===== config.mk =====
export PLATFORM = sky130hd
export DESIGN_NAME = adder4_counter_data_selector
export DESIGN_NICKNAME = d
export VERILOG_FILES = /design/src/rtl/adder4_counter_data_selector.sv
export SDC_FILE = /design/constraint.sdc
export NUM_CORES = 1
export LEC_CHECK = 0
export BUFFER_PORTS_ARGS = -buffer_cell sky130_fd_sc_hd__buf_4
export CORE_MARGIN = 2
export CORE_UTILIZATION = 30
export CTS_CLUSTER_DIAMETER = 100
export CTS_CLUSTER_SIZE = 16
export DETAILED_ROUTE_END_ITERATION = 8
export GPL_ROUTABILITY_DRIVEN = 1
export GPL_TIMING_DRIVEN = 0
export HOLD_SLACK_MARGIN = 0.06
export PLACE_DENSITY = 0.67
export SYNTH_ARGS = -nofsm -noshare
export SYNTH_HDL_FRONTEND = slang
export SYNTH_SLANG_ARGS = --single-unit

===== constraint.sdc =====
create_clock -name clk -period 1.8 [get_ports clk]
set_clock_uncertainty 0.2 [all_clocks]
set_input_delay 0.09 -clock clk [delete_from_list [all_inputs] [get_ports clk]]
set_output_delay 0.09 -clock clk [all_outputs]
set_load 0.01 [all_outputs]

===== src/rtl/adder4_counter_data_selector.sv =====
// Selector -> adder -> loadable counter datapath.
// A 4:1 selector picks one of c0..c3, the adder sums it with an immediate,
// and the counter either loads that sum or increments each clock.
// The counter is the only state element; the selector/adder path is purely
// combinational and ignores reset.

// 4:1 data selector, {sel_b, sel_a} picks the source (sel_a is the LSB).
module data_selector #(
  parameter int WIDTH = 4
) (
  input  logic [WIDTH-1:0] c0,
  input  logic [WIDTH-1:0] c1,
  input  logic [WIDTH-1:0] c2,
  input  logic [WIDTH-1:0] c3,
  input  logic             sel_a,
  input  logic             sel_b,
  output logic [WIDTH-1:0] y
);

  // Source mux
  always_comb begin
    y = c0;
    case ({sel_b, sel_a})
      2'b00:   y = c0;
      2'b01:   y = c1;
      2'b10:   y = c2;
      2'b11:   y = c3;
      default: y = c0;
    endcase
  end

endmodule

// Unsigned adder with carry-out and no carry-in; sum wraps on overflow.
module adder4 #(
  parameter int WIDTH = 4
) (
  input  logic [WIDTH-1:0] a,
  input  logic [WIDTH-1:0] b,
  output logic [WIDTH-1:0] sum,
  output logic             co
);

  assign {co, sum} = {1'b0, a} + {1'b0, b};

endmodule

// Loadable up-counter; load beats increment, async active-low clear.
module counter #(
  parameter int WIDTH = 4
) (
  input  logic             clk,
  input  logic             reset,
  input  logic             load,
  input  logic [WIDTH-1:0] d,
  output logic [WIDTH-1:0] q
);

  localparam logic [WIDTH-1:0] ONE = {{(WIDTH-1){1'b0}}, 1'b1};

  // Count register: clear on reset, else load or increment (wraps, no carry out)
  always_ff @(posedge clk or negedge reset) begin
    if (!reset) begin
      q <= '0;
    end else if (load) begin
      q <= d;
    end else begin
      q <= q + ONE;
    end
  end

endmodule

// Top: selector output feeds the adder, whose sum is both alu_out and the
// counter's parallel-load value.
module adder4_counter_data_selector #(
  parameter int WIDTH = 4
) (
  input  logic             clk,
  input  logic             reset,
  input  logic [WIDTH-1:0] c0,
  input  logic [WIDTH-1:0] c1,
  input  logic [WIDTH-1:0] c2,
  input  logic [WIDTH-1:0] c3,
  input  logic             sel_a,
  input  logic             sel_b,
  input  logic [WIDTH-1:0] im,
  input  logic             load,
  output logic [WIDTH-1:0] alu_out,
  output logic             alu_co,
  output logic [WIDTH-1:0] pc
);

  logic [WIDTH-1:0] sel_y;

  data_selector #(.WIDTH(WIDTH)) u_data_selector (
    .c0    (c0),
    .c1    (c1),
    .c2    (c2),
    .c3    (c3),
    .sel_a (sel_a),
    .sel_b (sel_b),
    .y     (sel_y)
  );

  adder4 #(.WIDTH(WIDTH)) u_adder4 (
    .a   (sel_y),
    .b   (im),
    .sum (alu_out),
    .co  (alu_co)
  );

  counter #(.WIDTH(WIDTH)) u_counter (
    .clk   (clk),
    .reset (reset),
    .load  (load),
    .d     (alu_out),
    .q     (pc)
  );

endmodule


Word level (Yosys, flattened, before mapping):

Index checks and enable logic that the tools add are counted.

* add/subtract/negate cells: 2
* equality and inequality tests: 3
* mux-type cells: 2
* reductions and logical operators: 1

Operator list (count)
* 4-bit one-hot mux with 4 select lines: 1
* 4-bit by 4-bit adder with 5-bit output: 1
* 4-bit by 1-bit adder with 4-bit output (second input constant): 1
* 2-bit equality test (second input constant): 2
* 4-bit two-way mux: 1
* 2-bit by 1-bit equality test with 1-bit output (second input constant): 1
* 2-bit logical NOT: 1

* flip-flop bits (word level): 4
* bits of input ports: 25
* output and inout port bits: 9
* logic and storage cells: 9

Longest topological paths before layout:

Gate-level depths: netlist of run 1.

* word-level depth: 4
* depth in mapped cells: 6

By module:

A second synthesis of run 1 with hierarchy kept.

* cell total of the unflattened synthesis: 35
* area total of the unflattened synthesis: 414.1 um2

Modules (own cells, without submodules)
* counter: instances 1, cells each 15, area an instance 172.7 um2, seq. area each 100.1 um2
* adder4: instances 1, cells each 16, area an instance 136.4 um2, seq. area each 0.0 um2
* data_selector: instances 1, cells each 4, area an instance 105.1 um2, seq. area each 0.0 um2

Worst setup path before layout of run 1:

Ideal clock, no wire load.

* kind: input port to flip-flop
* start point: in sel_b
* end point: reg u_counter.q[1]
* setup time: 0.125 ns
* data arrival time: 1.594 ns
* required time: 1.475 ns
* slack: -0.119 ns
* stages on the path: 4
* cells stage by stage: mux4_1 ha_1 fa_1 mux2_2

* longest elaborated chain between the ends: 4

Ends and longest elaborated chain
* start, declared: line 86 `input logic sel_b,`
* 2-bit equality test, or another cell as far along: line 23 `case ({sel_b, sel_a})`
* 4-bit one-hot mux with 4 select lines *: line 23
* 4-bit by 4-bit adder with 5-bit output *: line 44 `assign {co, sum} = {1'b0, a} + {1'b0, b};`
* net alu_out[1]: line 89 `output logic [WIDTH-1:0] alu_out,`
* 4-bit two-way mux *: line 65 `end else if (load) begin`
* end signal, assigned: line 68 `q <= q + ONE;`
* end, declared: line 56 `output logic [WIDTH-1:0] q`

The timed path passes the listed nets; every way through them passes the cells marked *.

Final worst setup path of run 1:

* start point: in sel_b
* end point: out alu_co

* longest elaborated chain between the ends: 3

Ends and longest elaborated chain
* 2-bit equality test, or another cell as far along: line 23
* 4-bit one-hot mux with 4 select lines *: line 23
* 4-bit by 4-bit adder with 5-bit output *: line 44
* end, declared: line 90 `output logic alu_co,`

Mark *: on every way between the ends. The rest lies on a longest branch, timed or not.

==> key figures, run 1 <==
Yosys
  – Synth Register Bits: 4
  – Yosys cell types: 16
  – Cell taking the most area after synthesis: mux4_1
  – Mapped Cells: 34
  – Top cells by area, synth: mux4_1 (25%), dfrtp_1 (24%), ha_1 (15%)
  – Mapped Area: 422 um2
  – Post-synth net total: 65
  – Syn avg cell area: 12.4 um2
  – Synth top area share: 24.9%
  – Synth warn: 0
  – Post-synthesis sequential area ratio: 23.7%

Floorplan
  – Initial core utilization: 32.4%
  – Top-Level Pins: 34
  – Rows: 13
  – DIE AREA: 1720 um2
  – DIE WIDTH: 41.5 um
  – Die H: 41.5 um
  – Core area: 1300 um2

Timing
  – Worst Tran Pin Value: 194 ps
  – Max-slew violation count: 0
  – Slew HR: 87.0%
  – # setup viols final: 3
  – Final worst path period share: 108%
  – RSZ-0062 raised after global routing: true
  – Final Critical Period: 1950 ps
  – PnR worst setup slack: -145 ps
  – Final hold violation count: 0
  – Top achievable clock speed: 514 MHz
  – Fin Setup TNS: -361 ps

Setup path
  – Worst setup EP type: primary output
  – Reg2reg setup slack: 440 ps
  – Critical Path Source Type: input pin
  – Worst reg-to-reg path cell count: 2
  – Arrival time worst endpoint: 1660 ps
  – CP max FO: 3
  – Worst reg2reg path startpoint: u_counter.q[0]
  – RR Endpoint: u_counter.q[0]
  – WS Path Type: in2out
  – CP Data Required Time: 1510 ps

Layout
  – Most common cell after layout, fill and taps aside: buf_4
  – Largest regs: u_counter.q x4
  – Area taken by multi-input logic gates: 382 um2
  – Share of cells above drive strength 1: 70.0%
  – Largest register by flop count: u_counter.q
  – # nets final: 113
  – Register area: 100 um2
  – Most frequent cells in the layout: buf_4 (36), dlygate4sd3_1 (4), dfrtp_1 (4)
  – Ant. Diodes: 0
  – Largest register FFs: 4
  – Filler instances: 116
  – Layout Area Growth over Synthesis: 107%

Placement
  – Port Buffers: 33
  – Post-DP HPWL: 866 um
  – Placer Congestion: 0.729

Routing
  – Vias: 465
  – Drt pass-1 iters: 4
  – Post-route ant nets: 0
  – Wire length per cell: 11.8 um
  – DRC: 0
  – Drt first-iter violations: 5
  – Vias per cell: 4.89
  – Drt total wl: 1120 um

Clocking
  – Clock-pin slew on the worst setup and hold paths: 30 ps
  – TritonCTS clock tree: built
  – Clk_lat worst skew: 240 ps
  – Num CTS Buffers: 3
  – TritonCTS Sinks: 4
  – H-Tree Depth: 1
  – Clk root buf: clkbuf_4
  – Longest Clk Path Bufs: 2

Global routing
  – Pin count of the biggest net entering global routing: 8
  – First-pass GRT wire length: 2000 um
  – Initial antenna violation count: 0
  – Vias in the first global route: 506
  – Global Route Usage Sum: 15.2%
  – GR Overflow Total: 0

Run status
  – Failing checks: negative setup slack
  – Status: finished with violations

Hold path
  – Hold path endpoint: u_counter.q[1]
  – Hold Crit Depth: 3
  – Hold Crit Class: in2reg
  – Hold Crit Start: im[1]

Power
  – Leakage: 0.420 nW
  – Pwr Total: 0.648 mW
  – VDD IR max: 0.317 mV
  – PD cells: 741 nW/um2

Job
  – Max-cap viol count: 0
layout make-up:
class                   instances  area share (%)
well taps                      15            2.15
clock buffers                   3            2.58
repair buffers                 43            39.8
multi-input cells              29            43.6
inverters                       1           0.429
flip-flops and latches          4            11.4
power by group:
group,total (mW),internal [mW],switching [mW]
Combinational,0.389,0.242,0.147
Clock,0.112,0.0746,0.0373
Sequential,0.148,0.120,0.0274
Total,0.648,0.437,0.212
logic make-up after synthesis:
group	synth area share (%)
AOI/OAI and AO/OA	11.9
xor gates and xnor gates	8.31
adders and majority gates	19.6
buffers and inverters	0.889
DFF	23.7
muxes	27.6
and+or+nand+nor	8.01
routing by layer:
layer,vias up,part of all wire (%),GRT usage (%)
li1,222,-,-
met5,-,0,0
met3,4,11,3.48
met1,209,30,16.2
met2,30,57,27.2
met4,0,1.9,8.39
synthesized netlist by cell type:
cell and number:
mux4_1 4, xnor2_1 2, xor2_1 2, nand2_1 3
mux2_2 1, a21oi_1 2, inv_1 1, fa_1 1
dfrtp_1 4, a21o_1 2, nand3_1 2, a221oi_2 1
o21ai_0 2, ha_1 5, nor2_1 1, and2_4 1
through the flow:
stage	setup slack (ps)	util [%]	area (um2)	std cells	hold WS, ps
final	-145	67.2	875	95	164
after CTS	-143	66.6	867	95	149
after global routing	-207	67.2	875	95	198
after global placement	-329	53.8	701	82	-313
after floorplan	-60.8	-	434	34	-406
after detailed placement	-342	53.8	701	82	-312
timing repair:
| action | 4_1_cts | 5_1_grt |
|---|---|---|
| setup endpoints to repair | 4 | 4 |
| hold buffers | 4 | 0 |
| pin swaps | 9 | 2 |
| buffers inserted | 6 | 0 |
| gates cloned | 0 | 0 |
| hold endpoints to repair | 8 | 0 |
| resized for setup | 12 | 1 |
worst max-delay path: stages:
cell    delay [ps]
buf_8           80
mux4_2         520
ha_4           180
fa_2           340
a21o_1         170
a21o_1         160
buf_6          120
how the worst max path moves through the flow:
stage	start	to	slack [ps]
2_1_floorplan	sel_b	u_counter.q[1]	-60
3_5_place_dp	sel_b	alu_co	-340
3_3_place_gp	sel_b	alu_co	-330
6_report	sel_b	alu_co	-150
4_1_cts	sel_b	alu_co	-140
5_1_grt	sel_b	alu_out[2]	-210
(Power assumes the default switching activity.)
==> inputs of run 2 (changes only) <==
--- a/config.mk
+++ b/config.mk
@@ -14,7 +14,6 @@
 export GPL_ROUTABILITY_DRIVEN = 1
 export GPL_TIMING_DRIVEN = 0
 export HOLD_SLACK_MARGIN = 0.06
-export PLACE_DENSITY = 0.67
 export SYNTH_ARGS = -nofsm -noshare
 export SYNTH_HDL_FRONTEND = slang
 export SYNTH_SLANG_ARGS = --single-unit
==> constraint.sdc (replaced) <==
create_clock -name clk -period 1.9 [get_ports clk]
set_clock_uncertainty 0.2 [all_clocks]
set_input_delay 0.095 -clock clk [delete_from_list [all_inputs] [get_ports clk]]
set_output_delay 0.095 -clock clk [all_outputs]
set_load 0.01 [all_outputs]
==> run 2 against run 1 <==
Final area increased by 1.1%. Clock power decreased by 8%. Non-clock buffer count increased by 1. Flip-flop and latch count unchanged. Critical path type unchanged. The run still ends with negative setup slack left.
==> key figures, run 2 (same netlist as run 1, synthesis figures left out) <==
Routing
  – Vias: 475 (+2.2%)
  – Drt first-iter violations: 1 (-4)
  – Vias per cell: 4.95 (+1.1%)
  – Drt pass-1 iters: 4 (unchanged)
  – DRC: 0 (unchanged)
  – Post-route ant nets: 0 (unchanged)
  – Wire length per cell: 12.9 um (+8.9%)
  – Drt total wl: 1240 um (+10%)

Timing
  – Final hold violation count: 0 (unchanged)
  – Final worst path period share: 104%
  – Final Critical Period: 1970 ps
  – Top achievable clock speed: 507 MHz
  – Slew HR: 86.4% (-0.65 points)
  – Fin Setup TNS: -143 ps (+218 ps)
  – Worst Tran Pin Value: 204 ps (+9.70 ps)
  – Max-slew violation count: 0 (unchanged)
  – # setup viols final: 3 (unchanged)
  – PnR worst setup slack: -70.8 ps (+74.2 ps)
  – RSZ-0062 raised after global routing: true

Layout
  – Cell area after layout: 885 um2 (+1.1%)
  – Share of cells above drive strength 1: 69.1% (-0.86 points)
  – Most frequent cells in the layout: buf_4 (36), dlygate4sd3_1 (4), dfrtp_1 (4)
  – Largest register FFs: 4 (unchanged)
  – Layout Area Growth over Synthesis: 110%
  – Most common cell after layout, fill and taps aside: buf_4
  – Largest regs: u_counter.q x4
  – Ant. Diodes: 0 (unchanged)
  – # nets final: 114 (+0.88%)
  – Largest register by flop count: u_counter.q

Power
  – Pwr Total: 0.619 mW (-4.5%)
  – Leakage: 0.428 nW (+1.9%)
  – Combinational power share: 61.1% (+1.1 points)
  – Switching share of power: 32.6% (-0.048 points)
  – Clk pwr share: 16.6% (-0.7 points)
  – Cell Int Power: 0.417 mW (-4.5%)
  – VDD IR max: 0.286 mV (-9.9%)
  – Sw Pwr: 0.202 mW (-4.7%)
  – PD cells: 700 nW/um2 (-5.6%)
  – Flop pwr share: 22.3% (-0.5 points)

Global routing
  – First-pass GRT wire length: 1990 um (-0.35%)
  – Global Route Usage Sum: 15.7% (+0.53 points)
  – Pin count of the biggest net entering global routing: 8 (unchanged)
  – GR Overflow Total: 0 (unchanged)
  – Initial antenna violation count: 0 (unchanged)
  – Vias in the first global route: 509 (+0.59%)

Floorplan
  – Top-Level Pins: 34 (unchanged)
  – DIE AREA: 1720 um2 (unchanged)
  – Die H: 41.5 um (unchanged)
  – Core area: 1300 um2 (unchanged)
  – DIE WIDTH: 41.5 um (unchanged)
  – Rows: 13 (unchanged)
  – Initial core utilization: 32.4% (unchanged)

Hold path
  – Hold Crit Depth: 3 (unchanged)
  – Hold Crit Class: in2reg
  – Hold Crit Start: im[1]

Setup path
  – CP top delay family: adder cells
  – WS Path Type: in2out
  – Worst reg-to-reg path cell count: 2 (unchanged)
  – WP buf/inv: 2 (unchanged)
  – Max stage delay on crit path: 520 ps (about the same)
  – Worst reg2reg path startpoint: u_counter.q[0]
  – Worst setup EP type: primary output
  – RR Endpoint: u_counter.q[1]
  – Beginning of the critical path: sel_b
  – Arrival time worst endpoint: 1680 ps (+20 ps)
  – Critical Path Most Common Cell: a21o_1
  – CP Data Required Time: 1600 ps (+90 ps)
  – CP cell instances: buf_8, mux4_2, ha_4, fa_2, a21o_1, a21o_1, buf_6
  – CP max FO: 4 (+1)
  – WP depth: 7 (unchanged)
  – Reg2reg setup slack: 620 ps (+180 ps)
  – Critical Path Source Type: input pin
  – Crit path to: alu_co
  – Slowest-stage cell, CP: mux4_2

Clocking
  – Longest Clk Path Bufs: 2 (unchanged)
  – Clock-pin slew on the worst setup and hold paths: 40 ps (about the same)
  – Clk_lat worst skew: 230 ps (about the same)
  – TritonCTS clock tree: built
  – TritonCTS Sinks: 4 (unchanged)
  – Num CTS Buffers: 3 (unchanged)
  – H-Tree Depth: 1 (unchanged)
  – Clk root buf: clkbuf_4

Placement
  – Placer Congestion: 0.717 (-1.6%)
  – Post-DP Area: 701 um2 (unchanged)
  – Port Buffers: 33 (unchanged)
  – Pre-CTS setup slack: -250 ps (+91.9 ps)
  – Post-DP HPWL: 921 um (+6.3%)

Job
  – Max-cap viol count: 0 (unchanged)

Run status
  – Failing checks: negative setup slack
  – Status: finished with violations
-- run 2: cell count changes in the layout (fill, tap and decap cells not counted) --
cell and delta:
xor2_4 +1, xor2_2 -1, buf_6 +1, ha_4 -1
ha_1 +1
-- run 2: tightest hold or removal path, stage by stage --
cell and delay [ps]:
buf_4 100, fa_2 210, mux2_4 130
-- run 2: worst min path at each step --
stage / end
floorplan: u_counter.q[0]
global placement: u_counter.q[3]
detailed placement: u_counter.q[0]
CTS: u_counter.q[1]
global route: u_counter.q[1]
finish: u_counter.q[1]
-- run 2: metal layers --
layer  track usage, %  routed length [um]
met2             31.6                 697
met5                0                   0
met4             7.74                  27
met3             4.78                 122
met1             13.4                 387
-- run 2: what timing repair did --
item                                   4_1_cts  5_1_grt
endpoints found under the hold margin        8        0
setup endpoints to repair                    4        3
pin swaps                                    4        3
buffers inserted                             3        4
hold buffers                                 4        0
gates resized for setup                      6        8
-- run 2: power groups by stage --
stage | registers [mW] | logic, mW | clock network [mW]
3_3_place_gp | 0.138 | 0.299 | 0
3_5_place_dp | 0.139 | 0.305 | 0
4_1_cts | 0.138 | 0.337 | 0.109
5_1_grt | 0.146 | 0.410 | 0.114
2_1_floorplan | 0.149 | 0.152 | 0
6_report | 0.138 | 0.378 | 0.103
-- run 2: through the flow --
stage | util, % | std cells | hold WS, ps
6_report | 68.0 | 96 | 141
5_1_grt | 68.0 | 96 | 147
4_1_cts | 63.3 | 92 | 136
3_5_place_dp | 53.8 | 82 | -307
3_3_place_gp | 53.8 | 82 | -308
2_1_floorplan | - | 34 | -401
-- run 2: area by class of cell --
cell class / count / area, um2
sequential: 4 / 100
clock buffer: 3 / 22.5
timing repair buffer: 44 / 359
fill: 109 / 417
tap: 15 / 18.8
multi-input combinational: 29 / 380
inverter: 1 / 3.75
